### src/rtl/weights_loader_pkg.sv
// Shared constants and FSM encoding for the weights loader.
// Imported by the interface, the address counter and the top.
package weights_pkg;
  localparam int WEIGHTS_ADDR_W = 13;
  localparam int WEIGHTS_DATA_W = 16;
  localparam int WEIGHTS_DEPTH  = 8192;

  typedef enum logic [1:0] {
    IDLE = 2'd0,
    LOAD = 2'd1,
    DONE = 2'd2
  } loader_state_t;
endpackage

### src/rtl/weights_loader_if.sv
// Valid/ready weight-word stream into the loader.
// master: drives in_data/in_valid; slave: drives in_ready.
interface weights_loader_if
  import weights_pkg::*;
#(
  parameter int DATA_W = WEIGHTS_DATA_W
);
  logic [DATA_W-1:0] in_data;
  logic              in_valid;
  logic              in_ready;

  modport master (
    output in_data,
    output in_valid,
    input  in_ready
  );

  modport slave (
    input  in_data,
    input  in_valid,
    output in_ready
  );
endinterface

### src/rtl/weights_addr_counter.sv
// Write-address / word counter with sync clear and enable.
// Ports: clk, rst, clr, en, target in; count, term out.
module weights_addr_counter
  import weights_pkg::*;
#(
  parameter int ADDR_W = WEIGHTS_ADDR_W
) (
  input  logic            clk,
  input  logic            rst,
  input  logic            clr,
  input  logic            en,
  input  logic [ADDR_W:0] target,
  output logic [ADDR_W:0] count,
  output logic            term
);
  logic [ADDR_W:0] count_inc;

  assign count_inc = count + (ADDR_W+1)'(1);
  // High when the word being counted now reaches the target.
  assign term = (count_inc == target);

  always_ff @(posedge clk) begin
    if (rst || clr) begin
      count <= '0;
    end else if (en) begin
      count <= count_inc;
    end
  end
endmodule

### src/rtl/weights_loader.sv
// Streams weight words into memory port A from address 0.
// Ports: clk, rst, start, load_count, stream (slave), mem_*,
// busy, done, words_written; checksum with the
// WEIGHTS_LOADER_CHECKSUM_EN macro.
module weights_loader
  import weights_pkg::*;
#(
  parameter int ADDR_W = WEIGHTS_ADDR_W,
  parameter int DATA_W = WEIGHTS_DATA_W,
  parameter int DEPTH  = WEIGHTS_DEPTH
) (
  input  logic              clk,
  input  logic              rst,
  input  logic              start,
  input  logic [ADDR_W:0]   load_count,
  weights_loader_if.slave   stream,
  output logic [ADDR_W-1:0] mem_address,
  output logic [DATA_W-1:0] mem_data,
  output logic              mem_wren,
  output logic              mem_select,
  output logic              busy,
  output logic              done,
  output logic [ADDR_W:0]   words_written
`ifdef WEIGHTS_LOADER_CHECKSUM_EN
  ,
  output logic [DATA_W-1:0] checksum
`endif
);
  localparam int CNT_W = ADDR_W + 1;
  localparam logic [CNT_W-1:0] MAX_CNT = CNT_W'(DEPTH);

  loader_state_t   state;
  logic            ready_q;
  logic [ADDR_W:0] target;
  logic [ADDR_W:0] target_in;
  logic [ADDR_W:0] count;
  logic            term;
  logic            start_ok;
  logic            accept;

  assign stream.in_ready = ready_q;
  assign start_ok  = (state == IDLE) && start;
  assign accept    = (state == LOAD) && stream.in_valid && ready_q;
  // Clamp so the address can never wrap past DEPTH-1.
  assign target_in = (load_count > MAX_CNT) ? MAX_CNT : load_count;
  assign words_written = count;

  weights_addr_counter #(
    .ADDR_W (ADDR_W)
  ) u_cnt (
    .clk    (clk),
    .rst    (rst),
    .clr    (start_ok),
    .en     (accept),
    .target (target),
    .count  (count),
    .term   (term)
  );

  always_ff @(posedge clk) begin
    if (rst) begin
      state       <= IDLE;
      target      <= '0;
      ready_q     <= 1'b0;
      mem_address <= '0;
      mem_data    <= '0;
      mem_wren    <= 1'b0;
      mem_select  <= 1'b1;
      busy        <= 1'b0;
      done        <= 1'b0;
    end else begin
      mem_wren <= 1'b0;
      done     <= 1'b0;
      unique case (state)
        IDLE: begin
          if (start) begin
            target <= target_in;
            if (target_in != '0) begin
              state      <= LOAD;
              ready_q    <= 1'b1;
              busy       <= 1'b1;
              mem_select <= 1'b0;
            end else begin
              state <= DONE;
              done  <= 1'b1;
            end
          end
        end
        LOAD: begin
          if (accept) begin
            mem_address <= count[ADDR_W-1:0];
            mem_data    <= stream.in_data;
            mem_wren    <= 1'b1;
            if (term) begin
              state   <= DONE;
              ready_q <= 1'b0;
              busy    <= 1'b0;
              done    <= 1'b1;
            end
          end
        end
        DONE: begin
          // Final write has landed; hand memory back.
          state      <= IDLE;
          mem_select <= 1'b1;
        end
        default: begin
          state <= IDLE;
        end
      endcase
    end
  end

`ifdef WEIGHTS_LOADER_CHECKSUM_EN
  always_ff @(posedge clk) begin
    if (rst || start_ok) begin
      checksum <= '0;
    end else if (accept) begin
      checksum <= checksum + stream.in_data;
    end
  end
`else
  // Default build carries no running sum.
`endif
endmodule

### src/flat_wrapper.sv
// flat-port wrapper written by rule: the top's interface ports become plain ports
module weights_loader_flat import weights_pkg::*;
#(
  parameter int ADDR_W = WEIGHTS_ADDR_W,
  parameter int DATA_W = WEIGHTS_DATA_W,
  parameter int DEPTH  = WEIGHTS_DEPTH
)
  (clk, rst, start, load_count, mem_address, mem_data, mem_wren, mem_select, busy, done, words_written, stream_in_data, stream_in_valid, stream_in_ready);
  weights_loader_if #(.DATA_W(DATA_W)) stream_i ();
  input  logic clk;
  input  logic rst;
  input  logic start;
  input  logic [ADDR_W:0] load_count;
  output logic [ADDR_W-1:0] mem_address;
  output logic [DATA_W-1:0] mem_data;
  output logic mem_wren;
  output logic mem_select;
  output logic busy;
  output logic done;
  output logic [ADDR_W:0] words_written;
  input wire logic [$bits(stream_i.in_data)-1:0] stream_in_data;
  input wire logic [$bits(stream_i.in_valid)-1:0] stream_in_valid;
  output wire logic [$bits(stream_i.in_ready)-1:0] stream_in_ready;
  assign stream_i.in_data = stream_in_data;
  assign stream_i.in_valid = stream_in_valid;
  assign stream_in_ready = stream_i.in_ready;
  weights_loader #(.ADDR_W(ADDR_W), .DATA_W(DATA_W), .DEPTH(DEPTH)) u_core (.clk(clk), .rst(rst), .start(start), .load_count(load_count), .stream(stream_i), .mem_address(mem_address), .mem_data(mem_data), .mem_wren(mem_wren), .mem_select(mem_select), .busy(busy), .done(done), .words_written(words_written));
endmodule
### config.mk
export PLATFORM = sky130hd
export DESIGN_NAME = weights_loader_flat
export DESIGN_NICKNAME = d
export VERILOG_FILES = /design/src/rtl/weights_loader_pkg.sv /design/src/rtl/weights_loader_if.sv /design/src/rtl/weights_addr_counter.sv /design/src/rtl/weights_loader.sv /design/src/flat_wrapper.sv
export SDC_FILE = /design/constraint.sdc
export NUM_CORES = 1
export LEC_CHECK = 0
export ABC_AREA = 1
export CAP_MARGIN = 10
export CORE_ASPECT_RATIO = 1.5
export CORE_MARGIN = 8
export CORE_UTILIZATION = 43
export CTS_BUF_LIST = sky130_fd_sc_hd__clkbuf_16
export CTS_CLUSTER_SIZE = 24
export DETAILED_ROUTE_END_ITERATION = 16
export PLACE_DENSITY = 0.76
export SYNTH_ARGS = -nofsm -noshare
export SYNTH_HDL_FRONTEND = slang
export SYNTH_SLANG_ARGS = --single-unit
### constraint.sdc
create_clock -name clk -period 1.77 [get_ports clk]
set_input_delay 0.2655 -clock clk [delete_from_list [all_inputs] [get_ports clk]]
set_output_delay 0.2655 -clock clk [all_outputs]
set_load 0.01 [all_outputs]
== Word level (Yosys, flattened, before mapping) ==
Cells that the tools add are included.
Word-level totals
  register bits: 63
  input bits: 34
  output and inout port bits: 48
  logic and storage cells: 53
Operators by class
  add/subtract/negate cells: 1
  order comparisons: 1
  equality and inequality tests: 7
  mux-type cells: 20
  bitwise logic cells: 1
  reduce and logical (&&, ||, !) cells: 14
Operators by type and width (count)
  $add A14 B1 Y14 const B: 1
  $eq A14 B14 Y1: 1
  $gt A14 B14 Y1 const B: 1
  $mux W14: 1
  $reduce_bool A14 Y1: 1
  $mux W1: 11
  $mux W2: 4
  $pmux W1 S2: 3
  $reduce_and A3 Y1: 2
  $reduce_and A5 Y1: 1
  $ne A2 B1 Y1 const B: 2
  $ne A2 B2 Y1 const B: 2
  $pmux W2 S2: 1
  $reduce_and A2 Y1: 2
  $reduce_bool A2 Y1: 2
  $logic_and A1 B1 Y1: 3
  $eq A2 B1 Y1 const B: 1
  $eq A2 B2 Y1 const B: 1
  $logic_not A2 Y1: 1
  $reduce_or A2 Y1: 1
  $logic_or A1 B1 Y1: 1
  $not A1 Y1: 1

== Longest topological paths before layout ==
Gate-level depths: netlist of run 1.
  depth in word-level cells: 6
  mapped depth: 16

== Modules after synthesis ==
A second synthesis of run 1 with hierarchy kept.
Second synthesis, totals
  cells, all modules: 426
  area total of the unflattened synthesis: 2985.4 um^2
By module, submodules not included
  weights_loader: times used 1, cells each 242, area each 1844.3 um^2, sequential area each 980.9 um^2
  weights_addr_counter: times used 1, cells each 184, area each 1141.1 um^2, sequential area each 280.3 um^2

== Worst setup path before layout of run 1 ==
Ideal clock, no wire load.
  path kind: register to register
  start: register u_core.u_cnt.count[0]
  end: register u_core.busy
  library setup time: 0.126 ns
  data arrival time: 1.686 ns
  required time: 1.644 ns
  setup slack: -0.042 ns
  cell stages (with the launch flop): 15
  path buffers: 0
  cell sequence: dfxtp_1 ha_1 nand2_1 nor2_4 nand3_1 nand2_1 nand2_1 nand2_1 nand2_1 nor2_1 nand4_1 nand2_1 nand3_1 nand2_1 a21oi_1
On the way
  cells in the longest elaborated chain, start to end: 4
RTL lines
  start, declared: RTL line weights_addr_counter.sv:13  | output logic [ADDR_W:0] count,
  start signal, assigned: RTL line weights_addr_counter.sv:26  | count <= count_inc;
  $add A14 B1 Y14: RTL line weights_addr_counter.sv:18  | assign count_inc = count + (ADDR_W+1)'(1);
  $eq A14 B14 Y1: RTL line weights_addr_counter.sv:20  | assign term = (count_inc == target);
  $ne A2 B1 Y1 (no line)
  $reduce_and A5 Y1 (no line)
  end signal, assigned: RTL line weights_loader.sv:69  | busy <= 1'b0;
  end signal, assigned: RTL line weights_loader.sv:81  | busy <= 1'b1;
  end signal, assigned: RTL line weights_loader.sv:97  | busy <= 1'b0;
  end, declared: RTL line weights_loader.sv:21  | output logic busy,
No other way between the ends.
A chain may end at the register's enable or synchronous reset.

== Worst setup path in the final report of run 1 ==
  start: register u_core.u_cnt.count[1]
  end: register u_core.busy
The elaborated chain is that of the path after synthesis.

==> summary.txt, run 1 <==
Status
  • Status: complete, but fails checks
  • Failing checks: negative setup slack

Cells and area
  • Post-route cell area: 4900 µm²
  • Share of cells above drive strength 1: 25.8%
  • Nets: 628
  • N_diodes: 0
  • Area delta synth->final: 66.1%

Pwr
  • Largest vdd supply drop: 0.563 mV
  • Pwr Density: 726 nW/µm²
  • Leakage: 2.08 nW

Logic synthesis
  • Post-synthesis register bit count: 63
  • Synth area leader: dfxtp_1
  • Main flop type after synthesis: dfxtp_1
  • Synth top area share: 42.7%
  • EDFF count, synth: 0
  • Area contributors post-synth: dfxtp_1, nand2_1, nor2_1, o21ai_0, nand3_1
  • Synth Area per Inst: 6.80 µm²
  • Seq/Total Area, Yosys: 42.7%
  • Synthesized instance count: 434
  • Synth Area in Compound Gates: 15.7%
  • Post-synth net total: 469
  • Post-synthesis adder-cell area fraction: 0.424%
  • Proportion of synthesized area in mux cells: 0%
  • Ys async rst share: 0%
  • Ys Warns: 0
  • Synthesized cell area: 2950 µm²
  • Commonest cells in the synthesized netlist: nand2_1, nor2_1, dfxtp_1
  • Post-synthesis simple-gate area fraction: 32.6%
  • Xor/xnor cell area share of the yosys netlist: 0%
  • Library cells used by synthesis: 29
  • Count leader, synth: nand2_1
  • Main combinational cell family by area after synthesis: simple AND/OR/NAND/NOR gates

Global routing
  • Number of global-route vias before repair: 3532
  • Initial antenna violation count: 0
  • GRT overflow: 0
  • Largest net degree at the start of global routing: 38
  • First-pass GRT wire length: 16200 µm
  • Total GRT Usage: 19.6%

Clock network
  • Num CTS Buffers: 9
  • Cell chosen for the clock root: clkbuf_16
  • CTS tree: yes
  • Clock buffer depth: 2
  • Clk pin slew, worst setup/hold paths: 0.06 ns
  • H-tree depth: 3
  • # clock sinks: 63
  • Worst skew pair latency: 0.33 ns

STA
  • Fin crit share: 110%
  • Fmax: 0.515 GHz
  • Final Critical Period: 1.94 ns
  • RSZ-0062 raised after global routing: yes
  • Least-Margin Pin Slew: 0.499 ns
  • Fin Hold WS: 0.320 ns
  • Fin. Hold Viols: 0
  • Final WS setup: -0.173 ns
  • Count of final setup violators: 4
  • Max Slew Vio Count: 0
  • Worst Skew: 0.00692 ns
  • Relative slew slack: 66.3%

Floorplan
  • # rows: 37
  • Core area: 6760 µm²
  • Initial Utilization: 43.7%
  • Die Span Y: 117 µm
  • DIE AREA: 9830 µm²
  • I/O pins: 82
  • Die span in x: 83.7 µm

Route
  • ANT nets after route: 0
  • Per-cell routed wire length: 14.8 µm
  • First drt pass iteration count: 5
  • Drt drc: 0
  • DR iter-0 viols: 251
  • Vias: 3531
  • Final wirelength: 9980 µm
  • Vias per inst: 5.22

Worst setup path
  • Critical path cell sequence: ha_4, nand2_4, nor2_4, nand4_1, nand3_2, nand2_2, nor2_4, nand4_1, nand2_2, nand3_1, nand2_1, a21oi_1
  • Crit Path Category: flip-flop to flip-flop
  • Worst Setup End Kind: flip-flop
  • Crit path arrival time: 2.15 ns
  • Max incr delay on CP: 0.36 ns
  • CP required: 1.98 ns
  • CP max-delay cell: dfxtp_4
  • CP Max Fanout: 8
  • Worst setup SP type: flip-flop

Placed design
  • DP HPWL: 7200 µm
  • IO Port Bufs: 81
  • DP Area: 4350 µm²
  • DP Worst Slack: -0.366 ns
  • RD Place Congestion: 0.912

Run
  • Max Cap Viol: 0

Hold path
  • HP Class: input pin to flip-flop
## cells in the final DEF (no fill, tap or decap), types with 2 or more instances in the layout
| cell | instances |
|---|---|
| buf_4 | 77 |
| nand3_2 | 10 |
| clkbuf_16 | 9 |
| o22ai_1 | 3 |
| nor2_4 | 5 |
| a21oi_1 | 19 |
| buf_6 | 3 |
| nor3_1 | 2 |
| dlymetal6s2s_1 | 4 |
| o21ai_0 | 45 |
| nor2_2 | 4 |
| nand2_1 | 68 |
| clkinvlp_4 | 3 |
| nand3b_1 | 2 |
| dfxtp_2 | 2 |
| nand2_2 | 23 |
| clkdlybuf4s50_1 | 77 |
| nor2_1 | 62 |
| clkinv_2 | 3 |
| inv_1 | 47 |
| o21ai_1 | 3 |
| nand4_1 | 9 |
| dfxtp_1 | 60 |
| buf_12 | 3 |
| nand3_1 | 30 |
| o211ai_1 | 6 |
| inv_2 | 3 |
## layout make-up
type | count | area (µm²)
Fill cell | 500 | 1860
Multi-Input combinational cell | 306 | 1600
Timing Repair Buffer | 164 | 1490
Sequential cell | 63 | 1270
Clock buffer | 9 | 225
Inverter | 49 | 184
Tap cell | 78 | 97.6
Clock inverter | 7 | 41.3
## path summary, 6_finish.rpt
kind | startpoint | endpoint | slack [ns] | cells after the start
setup / recovery | u_core.u_cnt.count[1] | u_core.busy | -0.17 | 12
hold / removal | load_count[3] | u_core.target[3] | 0.32 | 3
setup reg to reg | u_core.u_cnt.count[1] | u_core.busy | -0.17 | 12
hold reg to reg | u_core.mem_data[5] | u_core.mem_data[5] | 0.48 | 2
## cell families after synthesis
logic type	count (synthesis)
AND/OR/NAND/NOR	221
adder cells (fa/ha/maj)	1
flip-flops	63
buffers and inverters	65
AO/OA/AOI/OAI	84
## metrics by stage
step | utilization (%) | power, W | setup TNS (ns) | instances
finish | 72.5 | 0.00356 | -0.642 | 676
global route | 72.5 | 0.00369 | -1.06 | 676
CTS | 69.8 | 0.00354 | -0.212 | 668
detailed placement | 64.3 | 0.00198 | -1.27 | 647
global placement | 64.3 | 0.00197 | -0.790 | 647
floorplan | - | 0.00172 | 0 | 434
## layer usage
metal | share of wire (%) | GRT usage, % | vias up
li1 | - | - | 1750
met3 | 5.1 | 4.16 | 21
met4 | 2.7 | 10.3 | 0
met2 | 54 | 35.3 | 134
met1 | 38 | 20.4 | 1626
met5 | 0 | 0 | -
## state kept, by name, summed over array words and instances, names as in the netlist
name / flops
u_core.busy: 1
u_core.done: 1
u_core.mem_address: 13
u_core.mem_data: 16
u_core.mem_select: 1
u_core.mem_wren: 1
u_core.state: 2
u_core.target: 14
u_core.u_cnt.count: 14
## repair_timing
| action | in CTS | in global routing |
|---|---|---|
| hold buffers | 0 | 0 |
| setup buffers | 5 | 8 |
| pin swaps | 10 | 26 |
| gates cloned | 0 | 0 |
| resized for setup | 17 | 41 |
| endpoints found under the setup margin | 5 | 21 |
| endpoints found under the hold margin | 0 | 0 |
## worst max-delay path: cells and delay by family (launching register included)
| family | cells | cell delay (ns) |
|---|---|---|
| fa+ha+maj | 1 | 0.15 |
| compound gates | 1 | 0.05 |
| flops | 1 | 0.36 |
| simple gates | 10 | 1.25 |
## power by group
part / internal (W) / switching (W) / total, W
Clock: 0.000932 / 0.000634 / 0.00157
Combinational: 0.000258 / 0.000239 / 0.000497
Sequential: 0.00147 / 0.0000290 / 0.00150
Total: 0.00266 / 0.000903 / 0.00356
(Power assumes the default switching activity.)
==> run 2: changes to the inputs <==
Settings changed: ABC_CLOCK_PERIOD_IN_PS from default to 1770, CAP_MARGIN 10 to 40, GPL_ROUTABILITY_DRIVEN from default to 0.
==> run 2 against run 1 <==
Effect of this change:
- the flow still finishes with violations (negative setup slack)
- utilization decreased by 0.91 points
- clock skew rose by 0.0026 ns
- critical path depth up 1
- via count shrank 0.17%
- non-clock buffer count decreased by 6
- critical path type unchanged
==> summary.txt, run 2 (synthesis gave the netlist of run 1 again) <==
Status
  • Status: complete, but fails checks
  • Failing checks: negative setup slack

Route
  • Final wirelength: 9850 µm
  • Vias: 3525
  • DR iter-0 viols: 277
  • Drt drc: 0
  • Vias per inst: 5.25
  • Per-cell routed wire length: 14.7 µm
  • ANT nets after route: 0
  • First drt pass iteration count: 5

STA
  • RSZ-0062 raised after global routing: yes
  • Max Slew Vio Count: 0
  • Worst Skew: 0.00953 ns
  • Least-Margin Pin Slew: 0.543 ns
  • Final WS setup: -0.231 ns
  • Fin. Hold Viols: 0
  • Final Critical Period: 2.00 ns
  • Fmax: 0.500 GHz
  • Relative slew slack: 63.3%
  • Count of final setup violators: 4
  • Fin crit share: 113%

Clock network
  • Worst skew pair latency: 0.34 ns
  • Hold Buf Count CTS: 0
  • CTS tree: yes
  • Clk pin slew, worst setup/hold paths: 0.05 ns
  • Clock buffer depth: 2
  • Cell chosen for the clock root: clkbuf_16
  • H-tree depth: 3
  • # clock sinks: 63
  • Num CTS Buffers: 9

Placed design
  • IO Port Bufs: 81
  • Placed Instances: 644
  • DP HPWL: 7030 µm
  • DP Area: 4310 µm²

Floorplan
  • Core area: 6760 µm²
  • Initial Utilization: 43.7%
  • I/O pins: 82
  • DIE AREA: 9830 µm²
  • Die span in x: 83.7 µm
  • Die Span Y: 117 µm
  • # rows: 37

Global routing
  • Routing usage on met3: 5.40%
  • Largest net degree at the start of global routing: 24
  • First-pass GRT wire length: 16000 µm
  • Total GRT Usage: 19.6%
  • GRT overflow: 0
  • GR Layer Usage met1: 19.1%
  • Number of global-route vias before repair: 3485
  • GR Util met2: 34.8%
  • Initial antenna violation count: 0
  • Gr busiest metal: met2

Pwr
  • Pwr Density: 813 nW/µm²
  • Largest vdd supply drop: 0.763 mV
  • Leakage: 2.07 nW

Worst setup path
  • Reg2reg end: u_core.busy
  • Internal reg-to-reg setup slack: -0.23 ns
  • Crit Path Category: flip-flop to flip-flop
  • Crit path arrival time: 2.22 ns
  • Reg2Reg Depth: 13
  • CP Max Fanout: 5
  • Worst setup SP type: flip-flop
  • Worst Setup End Kind: flip-flop
  • Reg2reg start: u_core.u_cnt.count[0]
  • CP required: 1.99 ns

Cells and area
  • Nets: 623
  • N_diodes: 0
  • Fin cells: 671
  • Max reg flops: 16
  • Post-route cell area: 4840 µm²
  • Most frequent cells in the layout: nand2_1, clkdlybuf4s50_1, buf_4
  • Biggest regs: u_core.mem_data (16), u_core.target (14), u_core.u_cnt.count (14)
  • Reg with most FFs: u_core.mem_data
  • Share of cells above drive strength 1: 21.6%
  • Area delta synth->final: 64.0%

Run
  • Max Cap Viol: 0

Hold path
  • HP Class: flip-flop to flip-flop
  • WHS Endpoint: u_core.mem_data[2]
  • Hold_sp: u_core.mem_data[2]
  • Hold Crit Depth: 2
run 2: cell types whose count changed in the layout (fill, tap and decap cells not counted), moves of 4 or more:
cell / delta
nand2_1: +12
nand3_1: +4
nand2_2: -12
nand3_2: -4
run 2: per-layer routing:
metal,up-vias,routed length [µm]
li1,1741,-
met1,1620,3670
met2,118,5220
met3,46,480
met4,0,484
met5,-,0
run 2: per-stage QoR:
step                setup TNS, ns  utilization, %  total power, W  hold slack, ns  setup WS, ns
floorplan                       0               -         0.00172           0.381        0.0346
global placement           -0.744            63.8         0.00197           0.462        -0.221
detailed placement          -1.11            63.8         0.00198           0.473        -0.300
CTS                        -0.471            70.4         0.00395           0.485        -0.162
global route                -1.29            71.6         0.00408           0.512        -0.369
finish                     -0.732            71.6         0.00394           0.483        -0.231
run 2: power by group:
group | internal [W] | switching [W] | total (W)
clock network | 0.00135 | 0.000607 | 0.00196
logic | 0.000251 | 0.000230 | 0.000481
registers | 0.00147 | 0.0000296 | 0.00150
run 2: cell type report:
class / count / area [µm²]
inverters: 49 / 188
clock buffers: 9 / 225
fillers: 529 / 1920
flip-flops and latches: 63 / 1270
clock inverters: 7 / 105
repair buffers: 158 / 1410
well taps: 78 / 97.6
multi-input cells: 307 / 1550
run 2: how the worst max path moves through the flow:
stage / depth (start not counted) / slack [ns] / from / end
2_1_floorplan: 14 / 0.03 / u_core.u_cnt.count[0] / u_core.busy
3_3_place_gp: 12 / -0.22 / load_count[3] / u_core.mem_select
3_5_place_dp: 12 / -0.30 / load_count[0] / u_core.mem_select
4_1_cts: 16 / -0.16 / u_core.u_cnt.count[0] / u_core.busy
5_1_grt: 14 / -0.37 / u_core.u_cnt.count[1] / u_core.busy
6_report: 13 / -0.23 / u_core.u_cnt.count[0] / u_core.busy
run 2: critical path, cell delays in order, from the launching register on:
cell and delay (ns):
dfxtp_4 0.36, buf_6 0.11, clkinvlp_4 0.15, nor2_4 0.21, buf_4 0.14, nand4_1 0.10, nand3_1 0.11, nand2_1 0.08
nor2_1 0.11, nand4_1 0.17, nand2_2 0.14, nand3_2 0.08, nand2_1 0.06, a21oi_1 0.05
run 2: repair_timing:
| action | 4_1_cts | 5_1_grt |
|---|---|---|
| gates cloned | 1 | 0 |
| setup buffers | 4 | 6 |
| endpoints found under the setup margin | 4 | 7 |
| pin swaps | 18 | 12 |
| resized for setup | 23 | 15 |
